File: src/rtl/mem_access_unit.sv
// mem_access_unit: MEM-stage load/store engine driving a req/ack data-memory port
//
// Ports:
//   clk, rst (async, active-low)
//   mem_read_m, mem_write_m, funct3_m, alu_result_m, write_data_m : MEM-stage control/data
//   read_data_m  : extended load result, non-zero only in DONE
//   stall_m      : holds IF..MEM while an access is in flight
//   bus_err_m    : DONE pulse after an ack timeout
//   misalign_m   : DONE pulse for a trapped misaligned access
//   dmem_req/we/addr/be/wdata, dmem_ack, dmem_rdata : data-memory port
//
// Build option: define MISALIGN_TRAP_EN to trap misaligned halfword/word accesses
// instead of silently clearing the offending low address bits.
module mem_access_unit #(
    parameter int WIDTH   = 32,
    parameter int TIMEOUT = 16
) (
    input  logic             clk,
    input  logic             rst,
    input  logic             mem_read_m,
    input  logic             mem_write_m,
    input  logic [2:0]       funct3_m,
    input  logic [WIDTH-1:0] alu_result_m,
    input  logic [WIDTH-1:0] write_data_m,
    output logic [WIDTH-1:0] read_data_m,
    output logic             stall_m,
    output logic             bus_err_m,
    output logic             misalign_m,
    output logic             dmem_req,
    output logic             dmem_we,
    output logic [WIDTH-1:0] dmem_addr,
    output logic [3:0]       dmem_be,
    output logic [WIDTH-1:0] dmem_wdata,
    input  logic             dmem_ack,
    input  logic [WIDTH-1:0] dmem_rdata
);
    localparam int CW = $clog2(TIMEOUT) + 1;
    localparam logic [CW-1:0] LAST = CW'(TIMEOUT - 1);

    typedef enum logic [1:0] {IDLE, BUSY, DONE} state_t;

    state_t           state;
    logic [WIDTH-1:0] addr_q, wd_q, rd_q;
    logic [2:0]       f3_q;
    logic [3:0]       be_q;
    logic             we_q, err_q;
    logic [CW-1:0]    cnt;

    logic             access, word, half;
    logic [WIDTH-1:0] addr_n, wd_n, sh, ext;
    logic [3:0]       be_n;

    assign access = mem_read_m | mem_write_m;
    assign word   = funct3_m[1];
    assign half   = !funct3_m[1] && funct3_m[0];
    // Low bits that would misalign the access are dropped; with the trap
    // enabled such accesses never reach the bus, so this is harmless there.
    assign addr_n = {alu_result_m[WIDTH-1:2], alu_result_m[1] & !word, alu_result_m[0] & !word & !half};
    assign be_n   = word ? 4'b1111 : (half ? 4'b0011 : 4'b0001) << addr_n[1:0];
    assign wd_n   = !mem_write_m ? '0 :
                    word ? write_data_m :
                    half ? {2{write_data_m[15:0]}} : {4{write_data_m[7:0]}};

    // Selected lane shifted down to bit 0, then sign/zero-extended by funct3[2].
    assign sh  = dmem_rdata >> {addr_q[1:0], 3'b000};
    assign ext = f3_q[1] ? sh :
                 f3_q[0] ? {{(WIDTH-16){!f3_q[2] & sh[15]}}, sh[15:0]} :
                           {{(WIDTH-8){!f3_q[2] & sh[7]}}, sh[7:0]};

`ifdef MISALIGN_TRAP_EN
    logic mis, mis_q;
    assign mis        = (half & alu_result_m[0]) | (word & |alu_result_m[1:0]);
    assign misalign_m = (state == DONE) && mis_q;
`else
    assign misalign_m = 1'b0;
`endif

    // Reset is folded in so stall_m drops immediately on an asynchronous reset
    // even while the pipeline still presents a memory instruction.
    assign stall_m     = (state == IDLE) ? (rst && access) : (state == BUSY);
    assign dmem_req    = (state == BUSY);
    assign dmem_we     = dmem_req && we_q;
    assign dmem_addr   = dmem_req ? {addr_q[WIDTH-1:2], 2'b00} : '0;
    assign dmem_be     = dmem_req ? be_q : 4'b0000;
    assign dmem_wdata  = dmem_req ? wd_q : '0;
    assign read_data_m = (state == DONE) ? rd_q : '0;
    assign bus_err_m   = (state == DONE) && err_q;

    always_ff @(posedge clk or negedge rst) begin
        if (!rst) begin
            state  <= IDLE;
            addr_q <= '0;
            wd_q   <= '0;
            rd_q   <= '0;
            f3_q   <= '0;
            be_q   <= '0;
            we_q   <= 1'b0;
            err_q  <= 1'b0;
            cnt    <= '0;
`ifdef MISALIGN_TRAP_EN
            mis_q  <= 1'b0;
`endif
        end else begin
            case (state)
                IDLE: if (access) begin
                    addr_q <= addr_n;
                    wd_q   <= wd_n;
                    f3_q   <= funct3_m;
                    be_q   <= be_n;
                    we_q   <= mem_write_m;
                    rd_q   <= '0;
                    err_q  <= 1'b0;
                    cnt    <= '0;
`ifdef MISALIGN_TRAP_EN
                    mis_q  <= mis;
                    state  <= mis ? DONE : BUSY;
`else
                    state  <= BUSY;
`endif
                end
                BUSY: if (dmem_ack) begin
                    rd_q  <= we_q ? '0 : ext;
                    state <= DONE;
                end else if (cnt == LAST) begin
                    err_q <= 1'b1;
                    state <= DONE;
                end else begin
                    cnt <= cnt + 1'b1;
                end
                default: state <= IDLE;
            endcase
        end
    end
endmodule

File: config.mk
export PLATFORM = sky130hd
export DESIGN_NAME = mem_access_unit
export DESIGN_NICKNAME = d
export VERILOG_FILES = /design/src/rtl/mem_access_unit.sv
export SDC_FILE = /design/constraint.sdc
export NUM_CORES = 1
export LEC_CHECK = 0
export BUFFER_PORTS_ARGS = -buffer_cell sky130_fd_sc_hd__buf_2
export CAP_MARGIN = 20
export CORE_ASPECT_RATIO = 0.5
export CORE_UTILIZATION = 45
export CTS_CLUSTER_SIZE = 20
export DETAILED_ROUTE_END_ITERATION = 10
export PLACE_DENSITY = 0.74
export SYNTH_ARGS = -nofsm -noshare
export SYNTH_HDL_FRONTEND = slang
export SYNTH_SLANG_ARGS = --single-unit
File: constraint.sdc
create_clock -name clk -period 1.9 [get_ports clk]
set_input_delay 0.095 -clock clk [delete_from_list [all_inputs] [get_ports clk]]
set_output_delay 0.095 -clock clk [all_outputs]
set_load 0.02 [all_outputs]
# Word-level counts from Yosys, hierarchy flattened
# Index checks and enable logic that the tools add are counted.
# totals
wordCells,69
register_bits,112
input_bits,104
output_inout_bits,105
# classes
shift,2
mux,28
n_eq_ne,9
n_addsub,1
bitwise_logic,6
reduce_logical,14
# op_table
op,n
2-to-1 mux 32 bit,11
case mux 32 bit (2 select lines),1
>> shifter 32 x 5 -> 32 bit,1
2-to-1 mux 5 bit,3
case mux 5 bit (2 select lines),1
2-to-1 mux 2 bit,4
2-to-1 mux 4 bit,2
AND reduction 4 bit,2
inequality test 2 bit (second input constant),3
adder 5 x 1 -> 5 bit (second input constant),1
bitwise AND 1 bit,5
equality test 5 x 4 -> 1 bit (second input constant),1
logical AND 1 bit,4
2-to-1 mux 1 bit,4
inequality test 2 x 1 -> 1 bit (second input constant),2
case mux 2 bit (2 select lines),1
AND reduction 2 bit,2
<< shifter 2 x 2 -> 4 bit,1
zero test 1 bit,3
inequality test 3 x 1 -> 1 bit (second input constant),1
AND reduction 3 bit,1
equality test 2 x 1 -> 1 bit (second input constant),1
equality test 2 bit (second input constant),1
zero test 2 bit,1
other kinds (3),3

# Depth between registers and ports, before layout
# Gate-level depths: netlist (run 1).
# logic_depth
word_depth,7
depth_mapped,7
mapped_depth_nobuf,7

# Worst setup path before layout (run 1)
# OpenSTA, ideal clock, no wires.
# synth_path
kind,flip-flop to flip-flop
from,reg cnt[0]
to,reg cnt[3]
path_stages_with_launch,8
setup_slack_ns,0.104
required_time_ns,1.768
arrival_time_ns,1.664
period_less_slack_ns,1.796
setup_time_ns,0.132
n_path_buf,0
path_cell_list,dfrtp_1 > ha_1 > and3_1 > ha_1 > nor4b_1 > nand4_1 > xor2_1 > nor2_1
# synth_via
elab_chain_cells,4
word_cells_on_any_way,7
classes_between,1 x add/sub; 2 x eq/ne; 3 x mux; 1 x reduce/logical
# synth_rtl
element,line_no,text
start: declaration,47,logic [CW-1:0] cnt;
start signal: assignment,128,cnt <= cnt + 1'b1;
adder 5 x 1 -> 5 bit,128,
2-to-1 mux 5 bit,124,end else if (cnt == LAST) begin
2-to-1 mux 5 bit,121,BUSY: if (dmem_ack) begin
case mux 5 bit (2 select lines),104,case (state)
# Parallel ways exist; a longest one is shown, timed or not. The select of a mux whose other input is x is not followed.
# A chain may end at the register's enable or synchronous reset.

# Worst setup path in the final report (run 1)
# Same ends and word-level chain as after synthesis.

==> impl_metrics.yaml, run 1 <==
power_and_ir_drop:
  irDropWorstVdd_uv: 579
  p_per_area_nw_per_um2: 1430
  fin_total_pwr_mw: 11.1
  leakage_nw: 4.08
clock_network:
  h-tree-depth: 3
  clk_path_buf_depth: 2
  root_buffer: "clkbuf_16"
  clk_pin_slew_ps: 80
  numCtsBuffers: 9
  clkLatencyLatePin_ps: 350
  clkSinkCount: 112
  cts_tree: "done"
sta:
  slew_headroom: 0.541
  fin_skew_ps: 8.33
  hold_violations: 0
  setup_viol: 0
  period_share: 0.986
  holdWs_ps: 5.74
  clock.fmax_ghz: 0.534
  min_period_ps: 1870
  slew_violations: 0
  tightest_slew_ps: 688
grt:
  antenna_found_initial: 0
  grt_pass1_vias: 4798
  grt_pass1_wl_um: 24300
  overflow: 0
  grtUsageTotal: 0.238
  grt_max_degree: 113
synth:
  synthesis.instances: 617
  yosys.area.top_type: "dfrtp_1"
  synth_area_leaders: "dfrtp_1, and2_1, nand2_1"
  synth_edf_count: 0
  synth-simple-area-share: 0.256
  synth_ff_type: "dfrtp_1"
  synth_top_family_by_area: "simple AND/OR/NAND/NOR gates"
  synth_compound_area_frac: 0.139
  synthMuxAreaShare: 0.0777
  avgSynthCellArea_um2: 9.42
  synthXorXnorAreaFrac: 0.00301
  netlist_area_um2: 5810
  synthArstFlopShare: 1.00
  ys_seq_area_frac: 0.482
  synth_top_area_frac: 0.482
  synth_fa_ha_area_frac: 0.00431
  synth_commonest_cells: "nand2_1, dfrtp_1, and2_1"
  ys_seq_elements: 112
  yosysUniqueCellTypes: 44
  yosys_warnings: 0
  synth.most_common_cell: "nand2_1"
min_path:
  min-delay-start: "write_data_m[28]"
  min_to: "wd_q[28]"
  min_path_cells: 3
  hold_path_class: "in -> reg"
die:
  ioPinCount: 209
  die_area_um2: 13400
  die_h_um: 82.4
  die_w_um: 163
  num_rows: 28
  core_um2: 12200
  start_util: 0.477
flow_run:
  drv_cap: 0
drt:
  drc_errors: 0
  drtPass1Iterations: 5
  wl_per_cell_um: 16.0
  ant_nets: 0
  wirelength_um: 16300
  via_per_inst: 5.21
  vias: 5308
  drt-initial-drc-count: 293
placement:
  dp.cells: 966
  port-buffer-count: 205
  gp_congestion: 0.835
  dpl_cell_area_um2: 7050
  hpwl_um: 11000
worst_setup_path:
  worst_setup_path_end_kind: "flop"
  rr_worst_depth: 8
  crit_path_start_kind: "flop"
  worstPathMaxFanout: 4
  arrival_ps: 2100
  cp_common_cell: "ha_2"
  slowest_stage: "dfrtp_1"
  regToRegSetupSlack_ps: 30
  r2r_start: "cnt[0]"
  r2r_end: "cnt[3]"
  worstPathRequired_ps: 2130
  crit_chain: "ha_2 > and3_1 > ha_2 > nor4b_2 > buf_4 > nand4_1 > xor2_1 > nor2_1"
  path_class: "reg -> reg"
  critical_path.max_stage_delay_ps: 410
outcome:
  outcome: "finished clean"
finish:
  fin_cells: 1019
  antenna_cells: 0
  fin_nets: 955
  design_area_um2: 7770
  drive_above_1_share: 0.338
  area_growth_syn_to_layout_pct: 33.7
registers in the layout, summed over array words and instances, names as in the netlist:
| register | count |
|---|---|
| addr_q | 32 |
| be_q | 4 |
| cnt | 5 |
| err_q | 1 |
| f3_q | 3 |
| rd_q | 32 |
| state | 2 |
| wd_q | 32 |
| we_q | 1 |
stage by stage:
step,utilization,worst slack [ps],TNS [ps]
floorplan,-,104,0
global placement,0.579,26.5,0
detailed placement,0.579,-51.8,-563
CTS,0.631,-9.16,-26.0
global route,0.637,-58.8,-58.8
finish,0.637,27.5,0
routing by layer:
layer / part of all wire / wire, um / vias to the layer above / GRT usage
li1: - / - / 2534 / -
met1: 0.45 / 7300 / 2595 / 0.306
met2: 0.49 / 7950 / 161 / 0.411
met3: 0.052 / 850 / 18 / 0.0455
met4: 0.014 / 229 / 0 / 0.0794
met5: 0 / 0 / - / 0
report_power, final:
| group | total (mW) | internal, mW | switching [mW] |
|---|---|---|---|
| clock network | 1.93 | 1.03 | 0.895 |
| logic | 5.21 | 2.11 | 3.10 |
| registers | 3.97 | 3.39 | 0.575 |
layout by cell type (no fill, tap or decap), types with 2 or more instances in the layout:
master and count:
nor2b_1 19, a22o_1 24, and2_1 102, clkinvlp_4 2, xor2_1 2, dfrtp_1 112
buf_4 22, buf_2 204, ha_2 2, a21oi_1 10, inv_6 2, conb_1 3
nand3_1 2, nand2_1 145, mux2_2 22, nand2b_1 3, clkbuf_16 10, and3b_1 5
a221o_1 8, buf_12 4, o21ai_0 53, inv_1 4, dlygate4sd3_1 32, a221o_2 9
mux2i_1 17, nor2_1 11
final cells by class:
| cell class | count | area, um^2 |
|---|---|---|
| Fill cell | 1001 | 4420 |
| Multi-Input combinational cell | 458 | 2830 |
| Sequential cell | 112 | 2800 |
| Timing Repair Buffer | 263 | 1610 |
| Clock buffer | 10 | 229 |
| Tap cell | 165 | 206 |
| Clock inverter | 6 | 67.6 |
| Inverter | 5 | 18.8 |
cells by family after synthesis:
family	after synthesis
XOR/XNOR	2
flip-flops	112
multiplexers	41
buffers and inverters	49
AND/OR/NAND/NOR	296
other	1
adder cells (fa/ha/maj)	2
AO/OA/AOI/OAI	114
critical path: cells and delay by family, from the launching register on:
family	cells	cell delay (ps)
xor+xnor	1	170
fa+ha+maj	2	380
buf+inv	1	170
flops	1	410
simple gates	4	630
worst max-delay path by stage:
| stage | endpoint | slack (ps) | from | depth (start not counted) |
|---|---|---|---|---|
| after floorplan | cnt[3] | 100 | cnt[0] | 7 |
| after global placement | rd_q[20] | 30 | addr_q[1] | 4 |
| after detailed placement | rd_q[23] | -50 | addr_q[1] | 4 |
| after CTS | rd_q[15] | -9 | state[1] | 5 |
| after global routing | cnt[3] | -60 | cnt[0] | 8 |
| final | cnt[3] | 30 | cnt[0] | 8 |
repair_timing:
action | CTS | global route
resized for setup | 1 | 8
hold buffers | 32 | 0
pin swaps | 1 | 4
endpoints found under the setup margin | 84 | 79
gates cloned | 0 | 1
endpoints found under the hold margin | 143 | 0
setup buffers | 1 | 3
Power figures use the tool's default switching activity.
==> run 2: changes to the inputs <==
--- a/config.mk
+++ b/config.mk
@@ -12,6 +12,7 @@
 export CTS_CLUSTER_SIZE = 20
 export DETAILED_ROUTE_END_ITERATION = 10
 export PLACE_DENSITY = 0.74
+export SKIP_LAST_GASP = 1
 export SYNTH_ARGS = -nofsm -noshare
 export SYNTH_HDL_FRONTEND = slang
 export SYNTH_SLANG_ARGS = --single-unit
==> constraint.sdc (replaced) <==
create_clock -name clk -period 1.9 [get_ports clk]
set_input_delay 0.095 -clock clk [delete_from_list [all_inputs] [get_ports clk]]
set_output_delay 0.095 -clock clk [all_outputs]
set_load 0.05 [all_outputs]
==> impl_metrics.yaml, run 2 (synthesis gave the netlist of run 1 again) <==
placement:
  dp_slack_ps: -29.5
  dpl_cell_area_um2: 7030
  hpwl_um: 10900
  dp.cells: 965
  gp_congestion: 0.803
  port-buffer-count: 205
sta:
  rsz0062_at_grt: "yes"
  min_period_ps: 1900
  holdWs_ps: 12.3
  fin_skew_ps: 7.66
  period_share: 0.998
  tightest_slew_ps: 685
  worst_slack_ps: 3.74
  slew_headroom: 0.543
  slew_violations: 0
  setup_viol: 0
  hold_violations: 0
  final.setup.tns_ps: 0
  clock.fmax_ghz: 0.527
worst_setup_path:
  path_class: "reg -> reg"
  critical_path.max_stage_delay_ps: 400
  worstPathRequired_ps: 2120
  arrival_ps: 2120
  crit_chain: "ha_1 > and3_1 > ha_2 > nor4b_2 > buf_4 > nand4_1 > xor2_1 > nor2_1"
  worst_setup_path_end_kind: "flop"
  crit_path_start_kind: "flop"
  slowest_stage: "dfrtp_1"
  worstPathMaxFanout: 3
  regToRegSetupSlack_ps: 4
clock_network:
  clkSinkCount: 112
  cts_tree: "done"
  h-tree-depth: 3
  clk_path_buf_depth: 2
  root_buffer: "clkbuf_16"
  clkLatencyLatePin_ps: 340
  clk_pin_slew_ps: 70
  numCtsBuffers: 9
finish:
  final_core_util: 0.653
  fin_cells: 1017
  mostFrequentLayoutCell: "nand2_1"
  antenna_cells: 0
  area_growth_syn_to_layout_pct: 36.9
  final_cell_mix: "nand2_1, buf_2, dfrtp_1"
  design_area_um2: 7960
  drive_above_1_share: 0.338
  biggestRegsByFlops: "addr_q x32, rd_q x32, wd_q x32"
  fin_nets: 953
  fillers: 988
grt:
  antenna_found_initial: 0
  overflow: 0
  grt_pass1_wl_um: 24900
  grtUsageTotal: 0.239
  grt_max_degree: 113
  grt_pass1_vias: 5016
power_and_ir_drop:
  fin_total_pwr_mw: 13.0
  power_frac_comb: 0.527
  switching_share: 0.458
  p_per_area_nw_per_um2: 1630
  cellInternalPower_mw: 7.02
  pwr-share-seq: 0.305
  p_switching_mw: 5.94
  pwr-share-clk: 0.168
  irDropWorstVdd_uv: 749
  leakage_nw: 4.07
min_path:
  hold_path_class: "in -> reg"
drt:
  wl_per_cell_um: 16.3
  drc_errors: 0
  ant_nets: 0
  drtPass1Iterations: 4
  vias: 5350
  drt-initial-drc-count: 355
  wirelength_um: 16500
  via_per_inst: 5.26
die:
  die_area_um2: 13400
  die_h_um: 82.4
  start_util: 0.477
  num_rows: 28
  die_w_um: 163
  ioPinCount: 209
  core_um2: 12200
flow_run:
  drv_cap: 0
outcome:
  outcome: "finished clean"
[run 2: cell count changes in the layout (fill, tap and decap cells not counted), moves of 2 or more]
| cell | previous run | this run |
|---|---|---|
| buf_4 | 22 | 24 |
| bufinv_16 | 1 | 3 |
| inv_6 | 2 | 0 |
| clkinv_4 | 0 | 2 |
| buf_2 | 204 | 138 |
| clkbuf_4 | 0 | 63 |
[run 2: layer usage]
metal  GRT usage  part of all wire  vias up  wire (um)
li1            -                 -     2523          -
met1       0.307              0.44     2605       7210
met2       0.415              0.49      190       8170
met3      0.0425             0.051       32        843
met4      0.0822             0.018        0        305
met5           0                 0        -          0
[run 2: path summary, 6_finish.rpt]
| path | end | depth (start not counted) | start |
|---|---|---|---|
| max in group asynchronous | rd_q[9] | 3 | rst |
| min | rd_q[24] | 2 | dmem_rdata[24] |
| max reg2reg | cnt[3] | 8 | cnt[1] |
| max | cnt[3] | 8 | cnt[1] |
| min reg2reg | be_q[1] | 2 | be_q[1] |
| min in group asynchronous | wd_q[26] | 3 | rst |
[run 2: layout make-up]
cell class                      instances  area [um^2]  area share
Clock buffer                            9          225      0.0283
Clock inverter                          7          120      0.0151
Inverter                                5         21.3     0.00267
Multi-Input combinational cell        458         2830       0.356
Sequential cell                       112         2800       0.352
Tap cell                              165          206      0.0259
Timing Repair Buffer                  261         1750       0.220
[run 2: worst max-delay path: cells and delay by family, from the launching register on]
kind / cells / cell delay [ps]
fa+ha+maj: 2 / 390
simple gates: 4 / 640
xor+xnor: 1 / 180
buf+inv: 1 / 170
flops: 1 / 400
[run 2: power groups by stage]
stage                     sequential [mW]  combinational [mW]  clock [mW]
final                                3.95                6.83        2.18
after global routing                 4.10                7.35        2.31
after CTS                            3.95                6.40        2.21
after detailed placement             3.99                6.29           0
after global placement               3.95                6.20           0
after floorplan                      3.80                4.84           0
[run 2: timing repair]
action,4_1_cts,5_1_grt
endpoints found under the setup margin,73,84
hold buffers,32,0
endpoints found under the hold margin,143,0
gates cloned,0,1
gates resized for setup,4,74
pin swaps,1,2
buffers inserted,1,2
==> run 3: changes to the inputs <==
--- a/config.mk
+++ b/config.mk
@@ -5,13 +5,13 @@
 export SDC_FILE = /design/constraint.sdc
 export NUM_CORES = 1
 export LEC_CHECK = 0
-export BUFFER_PORTS_ARGS = -buffer_cell sky130_fd_sc_hd__buf_2
+export BUFFER_PORTS_ARGS = -buffer_cell sky130_fd_sc_hd__buf_4
 export CAP_MARGIN = 20
 export CORE_ASPECT_RATIO = 0.5
 export CORE_UTILIZATION = 45
 export CTS_CLUSTER_SIZE = 20
 export DETAILED_ROUTE_END_ITERATION = 10
-export PLACE_DENSITY = 0.74
+export PLACE_DENSITY = 0.83
 export SKIP_LAST_GASP = 1
 export SYNTH_ARGS = -nofsm -noshare
 export SYNTH_HDL_FRONTEND = slang
==> impl_metrics.yaml, run 3 (synthesis gave the netlist of run 1 again) <==
worst_setup_path:
  arrival_ps: 1850
  critPathLaunch: "state[1]"
  worstPathRequired_ps: 1800
  worst_setup_path_end_kind: "output pin"
  critPathBufInv: 3
  crit_family: "buffers and inverters"
  r2r_start: "cnt[0]"
  worstPathMaxFanout: 70
  crit_chain: "nand2b_1 > inv_1 > clkbuf_8 > and2_1 > buf_4"
  slowest_stage: "dfrtp_1"
  crit_path_start_kind: "flop"
  critical_path.max_stage_delay_ps: 400
  path_class: "reg -> out"
grt:
  grt_max_degree: 113
  antenna_found_initial: 0
  grt_pass1_wl_um: 26300
  grtUsageTotal: 0.254
  grt_pass1_vias: 5205
  overflow: 0
clock_network:
  cts_tree: "done"
  clk_pin_slew_ps: 70
  postCtsSetupRepairBufs: 0
  clkLatencyLatePin_ps: 340
  numCtsBuffers: 9
  root_buffer: "clkbuf_16"
  clk_path_buf_depth: 2
  h-tree-depth: 3
  clkSinkCount: 112
finish:
  fin_nets: 950
  seq_area_um2: 2800
  biggestRegsByFlops: "addr_q x32, rd_q x32, wd_q x32"
  antenna_cells: 0
  fillers: 944
  multiInputGateArea_um2: 2820
  final_cell_mix: "buf_4, nand2_1, dfrtp_1"
  area_growth_syn_to_layout_pct: 41.8
  mostFrequentLayoutCell: "buf_4"
  fin_cells: 1014
  drive_above_1_share: 0.326
sta:
  slew_violations: 0
  min_period_ps: 1940
  slew_headroom: 0.578
  period_share: 1.02
  rsz0062_at_grt: "yes"
  hold_violations: 0
  clock.fmax_ghz: 0.515
  setup_viol: 34
  final.setup.tns_ps: -458
  worst_slack_ps: -40.5
  tightest_slew_ps: 632
  fin_skew_ps: 9.26
die:
  start_util: 0.477
  core_um2: 12200
  num_rows: 28
  die_w_um: 163
  die_h_um: 82.4
  die_area_um2: 13400
  ioPinCount: 209
outcome:
  violations: "negative setup slack"
  outcome: "finished with violations"
drt:
  wirelength_um: 16900
  drtPass1Iterations: 6
  drc_errors: 0
  via_per_inst: 5.26
  ant_nets: 0
  wl_per_cell_um: 16.7
  drt-initial-drc-count: 335
  vias: 5330
power_and_ir_drop:
  leakage_nw: 4.17
  fin_total_pwr_mw: 12.9
  p_per_area_nw_per_um2: 1570
  irDropWorstVdd_uv: 842
placement:
  hpwl_um: 11500
  port-buffer-count: 205
  dp.cells: 964
  gp_congestion: 0.852
min_path:
  min-delay-start: "write_data_m[5]"
  hold_path_class: "in -> reg"
flow_run:
  drv_cap: 0
-- run 3: cell count changes in the layout (fill, tap and decap cells not counted), sizes merged --
cell,delta
dlygate4sd3,+2
clkinvlp,-1
buf,+58
bufinv,-1
clkinv,-3
clkbuf,-58
-- run 3: metal layers --
layer	global-route usage	vias up	part of all wire
li1	-	2518	-
met1	0.312	2577	0.41
met2	0.449	191	0.50
met3	0.0490	44	0.055
met4	0.107	0	0.033
met5	0	-	0
-- run 3: final cells by class --
type,instances,area share
Multi-Input combinational cell,458,0.343
Sequential cell,112,0.340
Timing Repair Buffer,258,0.249
Clock buffer,14,0.0333
Tap cell,165,0.0251
Clock inverter,2,0.00729
Inverter,5,0.00228
-- run 3: per-stage QoR --
step	worst slack [ps]	cell area, um^2	util	hold WS (ps)
floorplan	77.8	5820	-	-201
global placement	54.9	7550	0.619	259
detailed placement	14.3	7550	0.619	263
CTS	-14.3	8230	0.675	1.10
global route	-160	8240	0.676	5.20
finish	-40.5	8240	0.676	5.59
-- run 3: power by group --
group / switching (mW) / internal [mW]
logic: 4.47 / 2.39
registers: 0.589 / 3.40
clock network: 0.836 / 1.27
-- run 3: final timing paths --
| path | end | slack [ps] | depth (start not counted) |
|---|---|---|---|
| setup reg to reg | cnt[3] | 10 | 8 |
| hold reg to reg | be_q[1] | 470 | 2 |
| min in group asynchronous | wd_q[27] | 370 | 3 |
| setup / recovery | dmem_addr[3] | -40 | 5 |
| max in group asynchronous | rd_q[4] | 1020 | 3 |
| hold / removal | wd_q[5] | 6 | 2 |
-- run 3: timing repair --
item                       CTS  global route
gates cloned                 0             0
hold endpoints to repair   145             0
setup endpoints to repair   67            79
gates resized for setup      1             2
hold buffers                34             0
-- run 3: worst register-to-register path, delay by kind of cell (launching register included) --
| kind | cells | cell delay (ps) |
|---|---|---|
| DFF | 1 | 410 |
| and+or+nand+nor | 4 | 600 |
| xor gates and xnor gates | 1 | 150 |
| adders and majority gates | 2 | 420 |
| buffers and inverters | 1 | 170 |
